$ cat config.mk
export PLATFORM = sky130hd
export DESIGN_NAME = pipe_latch_ctrl
export DESIGN_NICKNAME = d
export VERILOG_FILES = /design/src/rtl/pipe_latch_ctrl.sv
export SDC_FILE = /design/constraint.sdc
export NUM_CORES = 1
export LEC_CHECK = 0
export CAP_MARGIN = 25
export CORE_MARGIN = 2
export CORE_UTILIZATION = 54
export CTS_BUF_LIST = sky130_fd_sc_hd__clkbuf_4 sky130_fd_sc_hd__clkbuf_8
export DETAILED_ROUTE_END_ITERATION = 7
export PLACE_DENSITY = 0.87
export SLEW_MARGIN = 40
export SYNTH_ARGS = -nofsm -noshare
export SYNTH_HDL_FRONTEND = slang
export SYNTH_SLANG_ARGS = --single-unit
$ cat constraint.sdc
create_clock -name clk -period 4.6 [get_ports clk]
set_input_delay 0.69 -clock clk [delete_from_list [all_inputs] [get_ports clk]]
set_output_delay 0.69 -clock clk [all_outputs]
set_load 0.1 [all_outputs]
$ cat src/rtl/pipe_latch_ctrl.sv
// -----------------------------------------------------------------------------
// pipe_latch_ctrl
//
// Purpose:
//   Control end of the pipeline-latch enable/clear interface. Turns the
//   load-use hazard, the taken-branch flush and the multdiv start/ready
//   handshake into per-cycle enable/clear controls for the PC and the
//   F/D, D/X, X/M and M/W latches.
//
//   It also owns:
//     - the multdiv wait FSM, which has a timeout watchdog, and
//     - a saturating count of stalled cycles, kept for performance debug.
//
// Parameters:
//   MD_TIMEOUT  most cycles spent in MD_WAIT, release cycle included
//   CNT_W       width of the timeout counter (2**CNT_W > MD_TIMEOUT)
//   STAT_W      width of the stall-cycle statistic counter
//
// Ports:
//   clk, reset_n        clock; asynchronous active-low reset
//   hz_load_use         D-stage instruction depends on a load in X
//   br_taken            X-stage branch/jump resolved taken
//   md_req              X-stage instruction is mult/div (level)
//   md_rdy              multdiv result-ready pulse
//   pc_en               PC register enable
//   fd_en/fd_clr        F/D latch enable / synchronous clear
//   dx_en/dx_clr        D/X latch enable / synchronous clear
//   xm_en/xm_clr        X/M latch enable / synchronous clear
//   mw_en               M/W latch enable (always 1)
//   md_start            one-cycle start pulse to the multdiv unit
//   md_busy             high while waiting on the multdiv unit
//   md_timeout          sticky, registered watchdog error flag
//   stall_cnt           saturating count of cycles with pc_en=0 (registered)
//   dbg_state_o         current FSM state (0 = RUN, 1 = MD_WAIT)
//
// Handshake:
//   md_start is asserted for exactly one cycle, on the RUN->MD_WAIT
//   transition. The unit answers with a single-cycle md_rdy pulse. While
//   waiting, any md_rdy releases the wait.
//
//   If md_rdy has not arrived after MD_TIMEOUT cycles, the wait is released
//   anyway and md_timeout is latched.
//
//   md_rdy seen in RUN carries no meaning and is dropped.
// -----------------------------------------------------------------------------
module pipe_latch_ctrl #(
    parameter int MD_TIMEOUT = 40,
    parameter int CNT_W      = 6,
    parameter int STAT_W     = 16
) (
    input  logic              clk,
    input  logic              reset_n,
    input  logic              hz_load_use,
    input  logic              br_taken,
    input  logic              md_req,
    input  logic              md_rdy,
    output logic              pc_en,
    output logic              fd_en,
    output logic              fd_clr,
    output logic              dx_en,
    output logic              dx_clr,
    output logic              xm_en,
    output logic              xm_clr,
    output logic              mw_en,
    output logic              md_start,
    output logic              md_busy,
    output logic              md_timeout,
    output logic [STAT_W-1:0] stall_cnt,
    output logic              dbg_state_o
);

    typedef enum logic {
        ST_RUN     = 1'b0,
        ST_MD_WAIT = 1'b1
    } state_e;

    localparam logic [CNT_W-1:0]  TMO_LAST = CNT_W'(MD_TIMEOUT - 1);
    localparam logic [STAT_W-1:0] STAT_MAX = {STAT_W{1'b1}};

    state_e              state_q, state_d;
    logic [CNT_W-1:0]    tmo_cnt_q, tmo_cnt_d;
    logic                md_timeout_q, md_timeout_d;
    logic [STAT_W-1:0]   stall_cnt_q, stall_cnt_d;

    logic                release_w;

    // Wait ends on the ready pulse, or on the last allowed cycle of MD_WAIT.
    assign release_w = md_rdy || (tmo_cnt_q == TMO_LAST);

    // ------------------------------------------------------------------
    // Next-state and combinational control outputs
    // ------------------------------------------------------------------
    always_comb begin
        pc_en        = 1'b1;
        fd_en        = 1'b1;
        fd_clr       = 1'b0;
        dx_en        = 1'b1;
        dx_clr       = 1'b0;
        xm_en        = 1'b1;
        xm_clr       = 1'b0;
        mw_en        = 1'b1;
        md_start     = 1'b0;
        md_busy      = 1'b0;
        state_d      = state_q;
        tmo_cnt_d    = tmo_cnt_q;
        md_timeout_d = md_timeout_q;

        // While reset is held, the latches see plain RUN/no-event controls,
        // whatever the hazard inputs are doing.
        if (reset_n) begin
            unique case (state_q)
                ST_RUN: begin
                    if (md_req) begin
                        // Freeze F/D/X and push a bubble into M while the
                        // multdiv unit computes.
                        md_start  = 1'b1;
                        pc_en     = 1'b0;
                        fd_en     = 1'b0;
                        dx_en     = 1'b0;
                        xm_clr    = 1'b1;
                        state_d   = ST_MD_WAIT;
                        tmo_cnt_d = '0;
                    end else if (br_taken) begin
                        // Squash the two younger instructions.
                        fd_clr = 1'b1;
                        dx_clr = 1'b1;
                    end else if (hz_load_use) begin
                        // Hold F and D for one cycle and insert one bubble into X.
                        pc_en  = 1'b0;
                        fd_en  = 1'b0;
                        dx_clr = 1'b1;
                    end
                end

                ST_MD_WAIT: begin
                    md_busy = 1'b1;
                    if (release_w) begin
                        // Default outputs let the X instruction advance.
                        state_d   = ST_RUN;
                        tmo_cnt_d = '0;
                        if (!md_rdy) begin
                            md_timeout_d = 1'b1;
                        end
                    end else begin
                        pc_en     = 1'b0;
                        fd_en     = 1'b0;
                        dx_en     = 1'b0;
                        xm_clr    = 1'b1;
                        tmo_cnt_d = tmo_cnt_q + CNT_W'(1);
                    end
                end

                default: begin
                    state_d = ST_RUN;
                end
            endcase
        end
    end

    // Stall statistic saturates instead of wrapping so long runs stay readable.
    always_comb begin
        stall_cnt_d = stall_cnt_q;
        if (!pc_en && (stall_cnt_q != STAT_MAX)) begin
            stall_cnt_d = stall_cnt_q + STAT_W'(1);
        end
    end

    // ------------------------------------------------------------------
    // State registers
    // ------------------------------------------------------------------
    always_ff @(posedge clk or negedge reset_n) begin
        if (!reset_n) begin
            state_q      <= ST_RUN;
            tmo_cnt_q    <= '0;
            md_timeout_q <= 1'b0;
            stall_cnt_q  <= '0;
        end else begin
            state_q      <= state_d;
            tmo_cnt_q    <= tmo_cnt_d;
            md_timeout_q <= md_timeout_d;
            stall_cnt_q  <= stall_cnt_d;
        end
    end

    assign md_timeout  = md_timeout_q;
    assign stall_cnt   = stall_cnt_q;
    assign dbg_state_o = state_q;

endmodule

==> results.cfg, run 1 <==
[global_route]
grt_pass1_wl_um = 4409
grt_antenna_before_repair = 0
grt_remaining_overflow = 0
grt.total_usage_pct = 21.12
grt_pass1_vias = 960
grt_max_degree = 28

[timing]
max_freq_ghz = 0.3140
slew_headroom_pct = 64.53
min_period_over_period_pct = 69.23
worst_slew_pin_slew_ps = 527.6
setup_viol = 0
finalClockSkew_ps = 2.306
hold_viol_final = 0
min_period_ps = 3184
tns_ps = 0
maxSlewViolCount = 0
rsz0062_at_grt = false

[floorplan]
die_area_sq_um = 2893
start_util_pct = 55.56
fp.coreArea_sq_um = 2410
die_y_um = 53.79
die_w_um = 53.79
rows = 18
ioPinCount = 34

[final_layout]
final_cell_mix = 24 x dfrtp_1, 18 x buf_2, 14 x nand2_1
fin_cells = 189
diodes = 0
synthToLayoutAreaGrowth_pct = 18.41
nFillCells = 182
drive_above_1_share_pct = 28.93
final_common_cell = dfrtp_1
final_util_pct = 65.78
postLayoutCellArea_sq_um = 1585
nets = 168

[route]
drtAntennaViolNets = 0
wl_per_cell_um = 14.78
drt_iter0_drc = 23
drc_errors = 0
vias = 1065
wirelength_um = 2794
viasPerCell = 5.635
dr.pass1.iters = 4

[placed_design]
place.gp.congestion = 0.8549
port_buffers = 31
hpwlAfterDp_um = 2053
place_inst = 185
place_area_sq_um = 1549

[synth]
synth_seq_cells = 24
yosys_warnings = 0
synth-main-ff-cell = dfrtp_1
synth_edf_count = 0
syn_avg_cell_area_sq_um = 10.54
ys_types = 36
synthCells = 127
yosysSeqAreaShare_pct = 44.86
synthArstFlopShare_pct = 100.0
syn-cell-area_sq_um = 1339

[clock_network]
h-tree-depth = 1
cts_hold_buf = 0
clock_latency_ps = 310
clock_path_buffers = 2
clkTransAtPathRegs_ps = 130
post_cts_resized = 0
cts.sinks = 24
cts_tree = done
numCtsBuffers = 3
cts_root_buf = clkbuf_4
postCtsSetupBuffers = 0

[power]
p_per_area_nw_per_um2 = 497.6
power.leakage_nw = 0.7467
ir_drop_mv = 0.7280

[setup_path]
path_max_fanout = 8
arrival_ps = 2490
crit_type = primary input to output pin
cp-start-kind = primary input
worst_ep_required_time_ps = 3910
worstSetupEndpointType = output pin

[job]
maxCapViolations = 0

[outcome]
status = completed

[hold_path]
hold_class = flip-flop to flip-flop
## synth_stat cells, types with 2 or more instances
cell type  instances  area [sq um]
dfrtp_1           24         600.6
nand2_1           14         52.55
nand3_1            9         45.04
nor2_1             9         33.78
o21ai_0            8         40.04
xnor2_1            8         70.07
nand4_1            5         31.28
xor2_1             5         43.79
mux2_4             4         60.06
and3_1             3         18.77
buf_4              3         22.52
inv_1              3         11.26
nand2b_1           3         18.77
nor3_2             3         30.03
ha_1               2         25.02
nand3b_1           2         15.01
nand4_2            2         25.02
o31ai_1            2         15.01
## metal layers
metal  GRT usage, %  part of all wire [%]
met5              0                     0
met4          7.692                  0.43
met3          2.500                   3.7
met2          32.52                    50
met1          30.48                    46
## stage by stage
| stage | setup WS [ps] | hold slack (ps) | power [mW] |
|---|---|---|---|
| CTS | 1421 | 500.8 | 0.7928 |
| detailed placement | 1421 | 470.9 | 0.6813 |
| global placement | 1536 | 461.2 | 0.7018 |
| global route | 1318 | 518.9 | 0.8210 |
| floorplan | 1269 | 394.4 | 0.6141 |
| finish | 1416 | 498.4 | 0.7888 |
## flip-flops by register name, summed over array words and instances (netlist names)
name and flops:
md_timeout 1, dbg_state_o 1, tmo_cnt_q 6, stall_cnt 16
## worst max-delay path, stage by stage
cell and delay, ps:
clkdlybuf4s50_1 430, nor2b_1 140, o31ai_1 450, or2_1 410
buf_4 370
## power breakdown
| part | switching [mW] | total, mW | leakage (nW) | internal, mW |
|---|---|---|---|---|
| clock | 0.0633 | 0.112 | 0.0210 | 0.0484 |
| sequential | 0.0476 | 0.290 | 0.322 | 0.242 |
| combinational | 0.320 | 0.387 | 0.404 | 0.0672 |
| total | 0.431 | 0.789 | 0.747 | 0.358 |
## final cells by class
cell class	instances	area [sq um]	area share, %
clock buffers	4	36.28	2.289
inverters	3	11.26	0.7103
multi-input cells	96	691.9	43.65
flip-flops and latches	24	600.6	37.88
well taps	30	37.54	2.368
repair buffers	32	207.7	13.10
## kinds of logic after synthesis
| family | count (synthesis) | synth area share (%) |
|---|---|---|
| AND/OR/NAND/NOR | 59 | 26.82 |
| flip-flops | 24 | 44.86 |
| AO/OA/AOI/OAI | 15 | 8.598 |
| XOR/XNOR | 13 | 8.505 |
| buffers and inverters | 8 | 3.738 |
| multiplexers | 5 | 5.327 |
| adder cells (fa/ha/maj) | 2 | 1.869 |
| other | 1 | 0.2801 |
## path summary, 6_finish.rpt
| check | from | endpoint | slack [ps] | cells after the start |
|---|---|---|---|---|
| min in group asynchronous | reset_n | tmo_cnt_q[1]$_DFFE_PN0P_ | 590 | 1 |
| min | md_timeout$_DFFE_PN0P_ | md_timeout$_DFFE_PN0P_ | 500 | 1 |
| max | hz_load_use | fd_en | 1420 | 5 |
| max reg2reg | tmo_cnt_q[0]$_DFFE_PN0P_ | stall_cnt[15]$_DFFE_PN0P_ | 2430 | 6 |
| max in group asynchronous | reset_n | md_timeout$_DFFE_PN0P_ | 3420 | 2 |
| min reg2reg | md_timeout$_DFFE_PN0P_ | md_timeout$_DFFE_PN0P_ | 500 | 1 |
Note: power is estimated with default switching activity, not from simulation.
==> run 2: changes to the inputs <==
- CORE_UTILIZATION: 54 -> 50
- PLACE_DENSITY: 0.87 -> 0.81
- clock period: 4.6 -> 3.12 ns (I/O delays scaled with it)
==> results.cfg, run 2 (synthesis gave the netlist of run 1 again) <==
[setup_path]
arrival_ps = 2240
path_max_fanout = 8
crit_type = flip-flop to output pin
cp-start-kind = flip-flop
worstSetupEndpointType = output pin
worst_ep_required_time_ps = 2650

[power]
ir_drop_mv = 1.238
p_per_area_nw_per_um2 = 701.8
power.leakage_nw = 0.7822

[clock_network]
h-tree-depth = 1
postCtsSetupBuffers = 0
cts_tree = done
cts_hold_buf = 0
clock_latency_ps = 320
post_cts_resized = 0
cts_root_buf = clkbuf_4
clock_path_buffers = 2
cts.sinks = 24
clkTransAtPathRegs_ps = 120
numCtsBuffers = 3

[global_route]
grt.total_usage_pct = 18.15
grt_antenna_before_repair = 0
grt_pass1_wl_um = 4540
grt_max_degree = 31
grt_remaining_overflow = 0
grt_pass1_vias = 1016

[floorplan]
start_util_pct = 53.55
die_w_um = 55.75
die_area_sq_um = 3108
fp.coreArea_sq_um = 2500
die_y_um = 55.75
ioPinCount = 34
rows = 18

[route]
drt_iter0_drc = 20
viasPerCell = 5.624
dr.pass1.iters = 4
wl_per_cell_um = 14.14
vias = 1063
drtAntennaViolNets = 0
wirelength_um = 2672
drc_errors = 0

[outcome]
status = completed

[timing]
maxSlewViolCount = 0
tns_ps = 0
layout_setup_ws_ps = 414.9
min_period_over_period_pct = 86.70
max_freq_ghz = 0.3697
min_period_ps = 2705
setup_viol = 0
hold_viol_final = 0
rsz0062_at_grt = false
finalClockSkew_ps = 6.946

[hold_path]
hold_class = flip-flop to flip-flop

[final_layout]
final_cell_mix = 24 x dfrtp_1, 19 x buf_4, 14 x nand2_1
drive_above_1_share_pct = 28.93
final_common_cell = dfrtp_1
fin_cells = 189
postLayoutCellArea_sq_um = 1730
diodes = 0
nets = 168
synthToLayoutAreaGrowth_pct = 29.25
largest_register_ffs = 16

[placed_design]
place.gp.congestion = 0.7832
dp_slack_ps = 489.7
port_buffers = 31
hpwlAfterDp_um = 2052
place_inst = 185
place_area_sq_um = 1694

[job]
maxCapViolations = 0
-- run 2: cell count changes in the layout (fill, tap and decap cells not counted) --
cell | before | now
buf_2 | 18 | 0
buf_4 | 9 | 19
buf_12 | 0 | 8
-- run 2: through the flow --
step / util, % / hold WS, ps / total power [mW]
floorplan: - / 172.4 / 0.9054
detailed placement: 67.77 / 470.9 / 1.060
global route: 69.22 / 524.6 / 1.264
CTS: 69.22 / 499.8 / 1.223
global placement: 67.77 / 461.4 / 1.047
finish: 69.22 / 489.5 / 1.214
-- run 2: layout make-up --
type / instances / area [sq um]
fillers: 193 / 769.5
multi-input cells: 96 / 691.9
flip-flops and latches: 24 / 600.6
repair buffers: 32 / 352.8
well taps: 30 / 37.54
clock buffers: 4 / 36.28
inverters: 3 / 11.26
-- run 2: worst paths after layout --
kind / from / end / cells after the start / slack (ps)
worst max-delay path: tmo_cnt_q[0]$_DFFE_PN0P_ / pc_en / 5 / 410
worst min-delay path: md_timeout$_DFFE_PN0P_ / md_timeout$_DFFE_PN0P_ / 1 / 490
min in group asynchronous: reset_n / stall_cnt[7]$_DFFE_PN0P_ / 2 / 630
max in group asynchronous: reset_n / dbg_state_o$_DFFE_PN0P_ / 2 / 2240
worst min register to register: md_timeout$_DFFE_PN0P_ / md_timeout$_DFFE_PN0P_ / 1 / 490
worst max register to register: tmo_cnt_q[0]$_DFFE_PN0P_ / stall_cnt[15]$_DFFE_PN0P_ / 6 / 890
-- run 2: where the power goes --
group	switching [mW]	internal (mW)
clock	0.0918	0.0714
sequential	0.0716	0.357
combinational	0.477	0.145
total	0.641	0.574
-- run 2: worst max-delay path: stages (launching register included) --
cell     delay, ps
dfrtp_1        430
ha_1           290
nand2_2        100
o41ai_4        390
or2_1          480
buf_12         240
-- run 2: layer usage --
layer | wire, um | global-route usage [%]
met1 | 1184 | 23.87
met2 | 1317 | 30.27
met5 | 0 | 0
met4 | 30 | 5.226
met3 | 139 | 3.721
==> run 3: changes to the inputs <==
- CORE_UTILIZATION: 50 -> 35
- HOLD_SLACK_MARGIN: unset -> 0.05
- PLACE_DENSITY: 0.81 -> unset
==> results.cfg, run 3 (synthesis gave the netlist of run 1 again) <==
[outcome]
status = completed

[setup_path]
path_max_fanout = 8
crit_chain = ha_1, nand2_2, o41ai_4, or2_1, buf_12
cpPeakStageDelay_ps = 500
worst-path-buf-inv = 1
cpLargestDelayFamily = simple AND/OR/NAND/NOR gates
slowest_stage = or2_1
arrival_ps = 2190
worstSetupEndpointType = output pin
crit_type = flip-flop to output pin
worst_ep_required_time_ps = 2650
cp-start-kind = flip-flop

[route]
drt_iter0_drc = 35
dr.pass1.iters = 4
viasPerCell = 4.833
drc_errors = 0
vias = 1010
wirelength_um = 2737
wl_per_cell_um = 13.10
drtAntennaViolNets = 0

[final_layout]
final_cell_mix = 24 x dfrtp_1, 21 x buf_4, 14 x nand2_1
fin_cells = 209
final_util_pct = 49.25
diodes = 0
nets = 170
final_common_cell = dfrtp_1
synthToLayoutAreaGrowth_pct = 34.67
largest_register_ffs = 16
drive_above_1_share_pct = 29.81
postLayoutCellArea_sq_um = 1803

[job]
maxCapViolations = 0

[placed_design]
port_buffers = 31
hpwlAfterDp_um = 2077
dp_slack_ps = 596.0
place_inst = 205
place_area_sq_um = 1732
place.gp.congestion = 0.7756

[clock_network]
post_cts_resized = 0
postCtsSetupBuffers = 0
cts.sinks = 24
clock_path_buffers = 2
h-tree-depth = 1
cts_tree = done
cts_hold_buf = 0
clkTransAtPathRegs_ps = 90
cts_root_buf = clkbuf_8
numCtsBuffers = 3
clock_latency_ps = 260

[floorplan]
die_y_um = 65.85
fp.coreArea_sq_um = 3661
start_util_pct = 36.57
die_area_sq_um = 4336
ioPinCount = 34
die_w_um = 65.85
rows = 22

[timing]
min_period_ps = 2663
min_period_over_period_pct = 85.34
max_freq_ghz = 0.3756
hold_viol_final = 0
finalClockSkew_ps = 1.312
layout_setup_ws_ps = 457.4
worst_slew_pin_slew_ps = 529.7
maxSlewViolCount = 0
slew_headroom_pct = 64.69
fin_hold_ws_ps = 485.2
rsz0062_at_grt = false
tns_ps = 0
setup_viol = 0

[global_route]
grt_antenna_before_repair = 0
grt_pass1_wl_um = 4671
grt_remaining_overflow = 0
grt_max_degree = 21
grt_pass1_vias = 960
grt.total_usage_pct = 14.08

[power]
fin_total_pwr_mw = 1.331
ir_drop_mv = 0.8505
power.leakage_nw = 0.8064
p_per_area_nw_per_um2 = 738.2

[hold_path]
hold_class = flip-flop to flip-flop
## run 3: power by group
group,switching (mW),internal [mW]
Sequential,0.0734,0.357
Clock,0.104,0.171
Combinational,0.477,0.148
## run 3: layout make-up
| class | instances | area (sq um) |
|---|---|---|
| inverter | 3 | 11.26 |
| clock buffer | 3 | 41.29 |
| multi-input combinational | 96 | 691.9 |
| fill | 360 | 1858 |
| timing repair buffer | 34 | 367.9 |
| tap | 48 | 60.06 |
| clock inverter | 1 | 30.03 |
| sequential | 24 | 600.6 |
## run 3: worst paths after layout
check                                          from  cells past startpoint  slack (ps)                         to
min in group asynchronous                   reset_n                      2         590   stall_cnt[2]$_DFFE_PN0P_
max in group asynchronous                   reset_n                      2        2290   stall_cnt[7]$_DFFE_PN0P_
min                          md_timeout$_DFFE_PN0P_                      1         490     md_timeout$_DFFE_PN0P_
max                        tmo_cnt_q[0]$_DFFE_PN0P_                      5         460                      pc_en
min reg2reg                  md_timeout$_DFFE_PN0P_                      1         490     md_timeout$_DFFE_PN0P_
max reg2reg                tmo_cnt_q[0]$_DFFE_PN0P_                      6         880  stall_cnt[15]$_DFFE_PN0P_
## run 3: metal layers
metal  vias up  global-route usage (%)  share of wire, %
met5         -                       0                 0
met4         0                   4.688              0.88
met3         2                   2.044               3.4
met2        20                   20.45                46
met1       479                   21.30                49
li1        509                       -                 -
